### config.mk
export PLATFORM = sky130hd
export DESIGN_NAME = shot_sequencer_flat
export DESIGN_NICKNAME = d
export VERILOG_FILES = /design/src/rtl/shot_sequencer_if.sv /design/src/rtl/shot_sequencer.sv /design/src/flat_wrapper.sv
export SDC_FILE = /design/constraint.sdc
export NUM_CORES = 1
export LEC_CHECK = 0
export BUFFER_PORTS_ARGS = -buffer_cell sky130_fd_sc_hd__clkbuf_2
export CAP_MARGIN = 20
export CORE_ASPECT_RATIO = 1.2
export CORE_MARGIN = 2
export CORE_UTILIZATION = 25
export CTS_CLUSTER_DIAMETER = 40
export DETAILED_ROUTE_END_ITERATION = 7
export PLACE_DENSITY = 0.4
export SLEW_MARGIN = 20
export SYNTH_ARGS = -nofsm -noshare
export SYNTH_HDL_FRONTEND = slang
export SYNTH_SLANG_ARGS = --single-unit
### constraint.sdc
create_clock -name clk -period 12 [get_ports clk]
set_input_delay 3.6 -clock clk [delete_from_list [all_inputs] [get_ports clk]]
set_output_delay 3.6 -clock clk [all_outputs]
set_load 0.01 [all_outputs]
### src/rtl/shot_sequencer_if.sv
// Shot sequencer bus: groups every non-clock, non-reset signal of the shot
// sequencer into one bundle.
//   Game-side inputs : startOfFrame, shootKey, aimDirX/Y, ballMoving, ballScored
//   Sequencer outputs: cueCollision, cueVelocityX/Y, power, aimEnable,
//                      currentPlayer, score0/1, foul, cueRespawn, gameOver
// Modports: master = the game/physics side driving the inputs,
//           slave  = the shot sequencer itself.
interface shot_sequencer_if #(
  parameter int NUM_BALLS = 8
);
  logic                        startOfFrame;
  logic                        shootKey;
  logic signed [7:0]           aimDirX;
  logic signed [7:0]           aimDirY;
  logic        [NUM_BALLS-1:0] ballMoving;
  logic        [NUM_BALLS-1:0] ballScored;

  logic                        cueCollision;
  logic signed [31:0]          cueVelocityX;
  logic signed [31:0]          cueVelocityY;
  logic        [5:0]           power;
  logic                        aimEnable;
  logic                        currentPlayer;
  logic        [3:0]           score0;
  logic        [3:0]           score1;
  logic                        foul;
  logic                        cueRespawn;
  logic                        gameOver;

  modport master (
    output startOfFrame, shootKey, aimDirX, aimDirY, ballMoving, ballScored,
    input  cueCollision, cueVelocityX, cueVelocityY, power, aimEnable,
           currentPlayer, score0, score1, foul, cueRespawn, gameOver
  );

  modport slave (
    input  startOfFrame, shootKey, aimDirX, aimDirY, ballMoving, ballScored,
    output cueCollision, cueVelocityX, cueVelocityY, power, aimEnable,
           currentPlayer, score0, score1, foul, cueRespawn, gameOver
  );
endinterface

### src/rtl/shot_sequencer.sv
// Shot sequencer for a two-player pool game. Runs one turn at a time:
// aim, charge shot power while the key is held, launch the cue ball, wait for
// the table to settle, then credit potted balls or penalise a scratch.
// Ports:
//   clk    - system clock
//   resetN - asynchronous active-low reset; aborts any turn in progress
//   bus    - shot_sequencer_if.slave (frame pulse, key, aim, ball status in;
//            launch pulse/velocity, power, turn and score state out)
module shot_sequencer #(
  parameter int NUM_BALLS     = 8,
  parameter int SETTLE_FRAMES = 15,
  parameter int MAX_POWER     = 40,
  parameter int POWER_STEP    = 2
) (
  input logic             clk,
  input logic             resetN,
  shot_sequencer_if.slave bus
);

  localparam int CNT_W = $clog2(SETTLE_FRAMES + 1);
  localparam int PTS_W = $clog2(NUM_BALLS) + 1;

  typedef enum logic [2:0] {
    AIM, CHARGE, FIRE, ROLLING, SETTLE, RESOLVE, GAME_OVER
  } state_t;

  state_t                    state, nextState;
  logic        [5:0]         power;
  logic signed [31:0]        velX, velY;
  logic                      player;
  logic        [3:0]         score0, score1;
  logic        [NUM_BALLS-1:0] pottedMask;
  logic        [PTS_W-1:0]   turnPoints;
  logic                      scratch;
  logic        [CNT_W-1:0]   settleCnt;
  logic                      cueCollision, foul, cueRespawn, aimEnable, gameOver;
  logic        [NUM_BALLS-1:0] newBalls;
  logic                      allPotted;

  // Saturating power increment; computed in int so it can never wrap.
  function automatic logic [5:0] satPower(input logic [5:0] p);
    int sum;
    sum = int'(p) + POWER_STEP;
    return (sum >= MAX_POWER) ? 6'(MAX_POWER) : 6'(sum);
  endfunction

  // Launch velocity: (dir * power) >>> 4, floor-rounded, sign-extended to 32.
  function automatic logic signed [31:0] launchVel(input logic signed [7:0] dir,
                                                   input logic [5:0] p);
    logic signed [14:0] prod;
    logic signed [31:0] wide;
    prod = 15'(dir) * 15'($signed({1'b0, p}));
    wide = {{17{prod[14]}}, prod};
    return wide >>> 4;
  endfunction

  function automatic logic [3:0] satScore(input logic [3:0] s,
                                          input logic [PTS_W-1:0] pts);
    int sum;
    sum = int'(s) + int'(pts);
    return (sum > 15) ? 4'hF : 4'(sum);
  endfunction

  function automatic logic [PTS_W-1:0] countBits(input logic [NUM_BALLS-1:0] b);
    logic [PTS_W-1:0] n;
    n = '0;
    for (int i = 0; i < NUM_BALLS; i++) n = n + PTS_W'(b[i]);
    return n;
  endfunction

  // Object balls newly potted this cycle; the cue ball (bit 0) never scores
  // and repeat pulses for already-potted balls drop out here.
  assign newBalls  = {bus.ballScored[NUM_BALLS-1:1] & ~pottedMask[NUM_BALLS-1:1], 1'b0};
  assign allPotted = &pottedMask[NUM_BALLS-1:1];

  always_ff @(posedge clk or negedge resetN) begin
    if (!resetN) state <= AIM;
    else         state <= nextState;
  end

  always_comb begin
    nextState    = state;
    cueCollision = 1'b0;
    foul         = 1'b0;
    cueRespawn   = 1'b0;
    aimEnable    = 1'b0;
    gameOver     = 1'b0;
    case (state)
      AIM: begin
        aimEnable = 1'b1;
        if (bus.shootKey) nextState = CHARGE;
      end
      CHARGE: begin
        if (!bus.shootKey) nextState = (power != '0) ? FIRE : AIM;
      end
      FIRE: begin
        cueCollision = 1'b1;
        nextState    = ROLLING;
      end
      ROLLING: begin
        if (bus.ballMoving == '0) nextState = SETTLE;
      end
      SETTLE: begin
        // Motion takes priority over a frame pulse arriving in the same cycle.
        if (bus.ballMoving != '0)
          nextState = ROLLING;
        else if (bus.startOfFrame && settleCnt == CNT_W'(SETTLE_FRAMES - 1))
          nextState = RESOLVE;
      end
      RESOLVE: begin
        foul       = scratch;
        cueRespawn = scratch;
        nextState  = allPotted ? GAME_OVER : AIM;
      end
      GAME_OVER: gameOver = 1'b1;
      default:   nextState = AIM;
    endcase
  end

  always_ff @(posedge clk or negedge resetN) begin
    if (!resetN) begin
      power      <= '0;
      velX       <= '0;
      velY       <= '0;
      player     <= 1'b0;
      score0     <= '0;
      score1     <= '0;
      pottedMask <= '0;
      turnPoints <= '0;
      scratch    <= 1'b0;
      settleCnt  <= '0;
    end else begin
      case (state)
        AIM: power <= '0;
        CHARGE: begin
          // A release coinciding with a frame pulse launches at the old power.
          if (bus.shootKey && bus.startOfFrame) begin
            power <= satPower(power);
          end else if (!bus.shootKey && power != '0) begin
            // Latched on entry to FIRE so the velocity is valid with the pulse.
            velX <= launchVel(bus.aimDirX, power);
            velY <= launchVel(bus.aimDirY, power);
          end
        end
        ROLLING, SETTLE: begin
          pottedMask <= pottedMask | newBalls;
          turnPoints <= turnPoints + countBits(newBalls);
          if (bus.ballScored[0]) scratch <= 1'b1;
          if (state == ROLLING)
            settleCnt <= '0;
          else if (bus.ballMoving == '0 && bus.startOfFrame)
            settleCnt <= settleCnt + CNT_W'(1);
        end
        RESOLVE: begin
          power <= '0;
          if (scratch) begin
            player <= ~player;
          end else begin
            if (player) score1 <= satScore(score1, turnPoints);
            else        score0 <= satScore(score0, turnPoints);
            if (turnPoints == '0) player <= ~player;
          end
          turnPoints <= '0;
          scratch    <= 1'b0;
        end
        default: ;
      endcase
    end
  end

  assign bus.cueCollision  = cueCollision;
  assign bus.cueVelocityX  = velX;
  assign bus.cueVelocityY  = velY;
  assign bus.power         = power;
  assign bus.aimEnable     = aimEnable;
  assign bus.currentPlayer = player;
  assign bus.score0        = score0;
  assign bus.score1        = score1;
  assign bus.foul          = foul;
  assign bus.cueRespawn    = cueRespawn;
  assign bus.gameOver      = gameOver;

endmodule

### src/flat_wrapper.sv
// flat-port wrapper written by rule: the top's interface ports become plain ports
module shot_sequencer_flat 
#(
  parameter int NUM_BALLS     = 8,
  parameter int SETTLE_FRAMES = 15,
  parameter int MAX_POWER     = 40,
  parameter int POWER_STEP    = 2
)
  (clk, resetN, bus_startOfFrame, bus_shootKey, bus_aimDirX, bus_aimDirY, bus_ballMoving, bus_ballScored, bus_cueCollision, bus_cueVelocityX, bus_cueVelocityY, bus_power, bus_aimEnable, bus_currentPlayer, bus_score0, bus_score1, bus_foul, bus_cueRespawn, bus_gameOver);
  shot_sequencer_if #(.NUM_BALLS(NUM_BALLS)) bus_i ();
  input logic clk;
  input logic resetN;
  input wire logic [$bits(bus_i.startOfFrame)-1:0] bus_startOfFrame;
  input wire logic [$bits(bus_i.shootKey)-1:0] bus_shootKey;
  input wire logic [$bits(bus_i.aimDirX)-1:0] bus_aimDirX;
  input wire logic [$bits(bus_i.aimDirY)-1:0] bus_aimDirY;
  input wire logic [$bits(bus_i.ballMoving)-1:0] bus_ballMoving;
  input wire logic [$bits(bus_i.ballScored)-1:0] bus_ballScored;
  output wire logic [$bits(bus_i.cueCollision)-1:0] bus_cueCollision;
  output wire logic [$bits(bus_i.cueVelocityX)-1:0] bus_cueVelocityX;
  output wire logic [$bits(bus_i.cueVelocityY)-1:0] bus_cueVelocityY;
  output wire logic [$bits(bus_i.power)-1:0] bus_power;
  output wire logic [$bits(bus_i.aimEnable)-1:0] bus_aimEnable;
  output wire logic [$bits(bus_i.currentPlayer)-1:0] bus_currentPlayer;
  output wire logic [$bits(bus_i.score0)-1:0] bus_score0;
  output wire logic [$bits(bus_i.score1)-1:0] bus_score1;
  output wire logic [$bits(bus_i.foul)-1:0] bus_foul;
  output wire logic [$bits(bus_i.cueRespawn)-1:0] bus_cueRespawn;
  output wire logic [$bits(bus_i.gameOver)-1:0] bus_gameOver;
  assign bus_i.startOfFrame = bus_startOfFrame;
  assign bus_i.shootKey = bus_shootKey;
  assign bus_i.aimDirX = bus_aimDirX;
  assign bus_i.aimDirY = bus_aimDirY;
  assign bus_i.ballMoving = bus_ballMoving;
  assign bus_i.ballScored = bus_ballScored;
  assign bus_cueCollision = bus_i.cueCollision;
  assign bus_cueVelocityX = bus_i.cueVelocityX;
  assign bus_cueVelocityY = bus_i.cueVelocityY;
  assign bus_power = bus_i.power;
  assign bus_aimEnable = bus_i.aimEnable;
  assign bus_currentPlayer = bus_i.currentPlayer;
  assign bus_score0 = bus_i.score0;
  assign bus_score1 = bus_i.score1;
  assign bus_foul = bus_i.foul;
  assign bus_cueRespawn = bus_i.cueRespawn;
  assign bus_gameOver = bus_i.gameOver;
  shot_sequencer #(.NUM_BALLS(NUM_BALLS), .SETTLE_FRAMES(SETTLE_FRAMES), .MAX_POWER(MAX_POWER), .POWER_STEP(POWER_STEP)) u_core (.clk(clk), .resetN(resetN), .bus(bus_i));
endmodule
# Word-level counts from Yosys, hierarchy flattened
# Index checks and enable logic that the tools add are counted.
# classes
addsub,11
n_mul,2
magnitude_cmp,3
eq_ne,13
n_mux,24
bitwise_logic,7
reduce_logical,25
# ops
op,count
"32-bit by 5-bit > comparator with 1-bit output, second input constant",2
"32-bit by 7-bit >= comparator with 1-bit output, second input constant",1
8-bit by 7-bit multiplier with 15-bit output,2
3-bit case mux with 7 select lines,1
4-bit by 1-bit adder with 4-bit output,5
3-bit 2-to-1 mux,6
4-bit 2-to-1 mux,4
6-bit 2-to-1 mux,2
6-bit case mux with 2 select lines,1
4-bit by 4-bit adder with 5-bit output,2
"3-bit == test, second input constant",3
3-bit AND reduction,3
8-bit zero test,1
8-bit bitwise OR,1
4-bit case mux with 2 select lines,1
2-bit AND reduction,4
2-bit nonzero test,4
8-bit nonzero test,1
"6-bit by 2-bit adder with 7-bit output, second input constant",1
7-bit AND,1
1-bit 2-to-1 mux,7
7-bit inverter,1
7-bit AND reduction,1
"3-bit by 2-bit == test with 1-bit output, second input constant",2
other kinds (18),28
# word_totals
reg_bits,57
in_bits,36
output_inout_bits,84

# Longest topological paths before layout
# logic_depth
word_depth,10
mapped_depth,17

# Least setup slack after synthesis
# No wires, ideal clock.
# synth_timing
path_kind,in2reg
start,in bus_aimDirX[7]
end,"reg u_core.velX[9], in the netlist u_core.bus.cueVelocityX[9]"
t_arrival_ns,6.909
required_ns,11.867
slack_ns,4.958
path_stages,14
path_buffers,0
path_cell_list,and2_1 -> inv_1 -> fa_1 -> fa_1 -> fa_1 -> inv_1 -> ha_1 -> ha_1 -> a21oi_1 -> nand2_1 -> a2bb2oi_2 -> a31oi_1 -> xor2_1 -> o21ai_0
# synth_via
elab_chain_len,1
# synth_rtl
item,line_no,rtl
start: declaration,flat_wrapper.sv:15,input wire logic [$bits(bus_i.aimDirX)-1:0] bus_aimDirX;
8-bit by 7-bit multiplier with 15-bit output,shot_sequencer.sv:52,"prod = 15'(dir) * 15'($signed({1'b0, p}));"
end signal: assignment,shot_sequencer.sv:141,"velX <= launchVel(bus.aimDirX, power);"
end: declaration,shot_sequencer.sv:29,"logic signed [31:0] velX, velY;"
# No other way between the ends.
# A chain may end at the register's enable or synchronous reset.

# Final worst setup path
# Same ends and word-level chain as after synthesis.

==> out/metrics.csv <==
metric,value,unit
Hold WC Path Type,flop to flop,
DR vias/cell,4.18,
number of nets still failing antenna checks after routing,0,
clk sinks,55,
Inserted Clock Buffers,5,
syn_area_per_cell,9.31,um2
leakage power,0.00379,uW
Post-DP HPWL,11.8,mm
# DRC,0,
Cell Pwr Density,153,nW/um2
nets,937,
Hold Crit Depth,1,
GRT Overall Usage,11.0,%
Core ar.,25400,um2
CP endpoint kind,flop,
number of synthesized register bits,55,
HP Start,u_core.pottedMask[4],
H-tree depth,2,
Yosys warning count,0,
"EDFF count, synth",0,
Worst Path Buf+Inv,3,
Vias,4550,
number of fill cells,2727,
"Reg clk slew, reported paths",0.08,ns
worst-margin pin slew,0.858,ns
Final setup viols,0,
worst-path maximum fanout,6,
asr flop ratio synth,100,%
Die ar.,27000,um2
RSZ-0062 raised after global routing,false,
largest net degree at the start of global routing,56,
Setup TNS Final,0,ns
final wirelength,14.3,mm
die height,180,um
max-slew violations,0,
die width,150,um
CTS-repair resized insts,0,
Worst Setup Start Kind,input pin,
Psw,506,uW
worst hold slack,0.480,ns
Pre-antenna DRT Iters,4,
Synth-to-Final Area Change,12.1,%
"Top FF cell, synth",dfrtp_1,
TritonCTS clock tree,built,
critical path data arrival time,7.21,ns
sequential area share after synthesis,21.4,%
Bufs on Longest Clock Path,2,
CP cell instances,clkbuf_2 -> and2_1 -> inv_1 -> fa_1 -> fa_1 -> fa_1 -> inv_1 -> ha_1 -> ha_1 -> a21oi_1 -> nand2_1 -> a2bb2oi_2 -> a31oi_1 -> xor2_1 -> o21ai_0,
Comb power frac,59.1,%
I/O pin cnt,120,
status,"complete, no violations",
IO Port Bufs,118,
Setup Skew,0.0130,ns
"Distinct cells, synth",58,
area of the mapped netlist,6420,um2
Worst Hold Path EP,u_core.pottedMask[4],
worst reg2reg endpoint,u_core.bus.cueVelocityX[9],
gate count of the mapped netlist,690,
Tmin final,7.04,ns
Initial DRC Count,100,
"Clk Latency, worst-skew pair",0.31,ns
setup bufs post-CTS,0,
first-pass GRT wire length,23.9,mm
n_diodes,0,
Final period util,58.7,%
Worst Reg2Reg Path Length in Cells,14,
Max stage delay on crit path,0.60,ns
required time of the critical path,12.17,ns
Max Freq,142,MHz
CTS root buffer,clkbuf_16,
layout cells sized above 1,18.7,%
worst r2r src,u_core.bus.power[1],
Hold Fails Final Rpt,0,
Placer Congestion,0.724,
Cell Rows,64,
Post-CTS Hold Fix Bufs,0,
Congestion Overflow GR,0,
initial antenna violation count,0,
vias in the first global route,4582,
Seq pwr share,26.4,%
Crit path max-delay family,adder cells,
WL/cell,13.2,um
power share of the clock group,14.5,%
r2r setup slk,7.47,ns
Max-slew headroom,42.8,%
CP max stage cell,fa_1,
switch share,46.0,%
Starting Density,25.3,%
worst setup path class,input pin to flop,
P_int,594,uW
most common cell type on the critical path,fa_1,
Max Cap Violations,0,
worst vdd ir,0.0000661,V
==> cells in the mapped netlist (2+ instances only) <==
cell	instances	share of area [%]
mux2i_1	2	0.31
nor4_1	3	0.29
nand3_1	9	0.70
buf_4	45	5.3
a31oi_1	2	0.19
a211oi_1	2	0.23
nand2_1	43	2.5
xor2_1	11	1.5
and3_1	3	0.29
a21oi_1	30	2.3
and2_1	74	7.2
nor2_1	25	1.5
dfrtp_1	55	21
nand2b_1	10	0.97
clkbuf_1	13	0.76
inv_1	80	4.7
nand3b_1	3	0.35
xnor2_1	25	3.4
nand4_1	3	0.29
o22a_1	2	0.27
o21a_1	3	0.35
o21ai_1	2	0.16
a21o_1	15	1.8
buf_2	4	0.31
nor3_1	4	0.31
nor3b_1	3	0.35
a211oi_2	2	0.39
ha_1	89	17
o21ai_0	41	3.2
nor2b_1	6	0.58
fa_1	54	17
==> worst reg2reg max path: stages, from the launching register on <==
cell	delay (ns)
dfrtp_1	0.81
and2_1	0.29
inv_1	0.09
fa_1	0.60
fa_1	0.47
fa_1	0.54
inv_1	0.04
ha_1	0.28
ha_1	0.36
a21oi_1	0.22
nand2_1	0.09
a2bb2oi_2	0.17
a31oi_1	0.21
xor2_1	0.15
o21ai_0	0.08
==> how the worst max path moves through the flow <==
stage,startpoint,endpoint,cells after the start
3_3_place_gp,bus_aimDirY[7],u_core.bus.cueVelocityY[10],13
6_report,bus_aimDirX[7],u_core.bus.cueVelocityX[9],15
5_1_grt,bus_aimDirX[7],u_core.bus.cueVelocityX[9],15
3_5_place_dp,bus_aimDirX[7],u_core.bus.cueVelocityX[9],15
2_1_floorplan,bus_aimDirX[7],u_core.bus.cueVelocityX[9],14
4_1_cts,bus_aimDirX[7],u_core.bus.cueVelocityX[9],15
==> cells in the final DEF, fill, tap and decap left out, types with 4 or more instances in the layout <==
cell	netlist	layout
a21o_1	15	15
a21oi_1	30	30
and2_1	74	74
clkbuf_16	0	5
clkbuf_2	1	118
conb_1	1	5
dfrtp_1	55	55
fa_1	54	54
ha_1	89	89
inv_1	80	80
nand2_1	43	43
nand2b_1	10	10
nand3_1	9	9
nor2_1	25	25
nor2b_1	6	6
nor3_1	4	4
o21ai_0	41	41
xnor2_1	25	25
xor2_1	11	11
==> cells by family after synthesis <==
logic type	Yosys count	synth area share [%]
flops	55	21.4
mux	3	0.487
buf+inv	143	11.1
simple gates	195	16.8
other cells	1	0.0584
compound gates	114	11.1
fa+ha+maj	143	34.2
xor+xnor	36	4.91
==> power groups by stage <==
stage	logic [uW]	registers, uW	clock network (uW)
6_report	649	290	160
5_1_grt	761	302	176
4_1_cts	670	296	167
3_5_place_dp	664	299	0
3_3_place_gp	670	299	0
2_1_floorplan	533	278	0
==> sequential cells by signal, summed over array words and instances (netlist names) <==
| name | flops |
|---|---|
| u_core.bus.cueVelocityX | 11 |
| u_core.bus.cueVelocityY | 11 |
| u_core.pottedMask | 7 |
| u_core.bus.power | 5 |
| u_core.bus.score0 | 4 |
| u_core.bus.score1 | 4 |
| u_core.settleCnt | 4 |
| u_core.turnPoints | 4 |
| u_core.state | 3 |
| u_core.bus.currentPlayer | 1 |
| u_core.scratch | 1 |
==> area by class of cell <==
| class | count | area (um2) | area share (%) |
|---|---|---|---|
| multi-input combinational | 496 | 4350 | 60.4 |
| sequential | 55 | 1380 | 19.1 |
| timing repair buffer | 120 | 606 | 8.41 |
| tap | 330 | 413 | 5.73 |
| inverter | 80 | 300 | 4.17 |
| clock buffer | 6 | 139 | 1.93 |
| clock inverter | 2 | 17.5 | 0.243 |
==> metrics by stage <==
step	power (uW)	area [um2]	utilization [%]	setup slack, ns	std cells
2_1_floorplan	811	6440	-	4.96	694
4_1_cts	1130	7200	28.4	4.91	1089
6_report	1100	7200	28.4	4.96	1089
5_1_grt	1240	7200	28.4	4.66	1089
3_3_place_gp	969	7040	27.8	4.65	1081
3_5_place_dp	963	7040	27.8	4.58	1081
==> layer usage <==
metal  vias to the layer above  wire length, um  track usage, %
li1                       2337                -               -
met1                      2137             6540            14.5
met2                        68             7100            19.0
met3                         8              517            1.65
met4                         0              164            2.34
met5                         -                0               0
(Power assumes the default switching activity.)
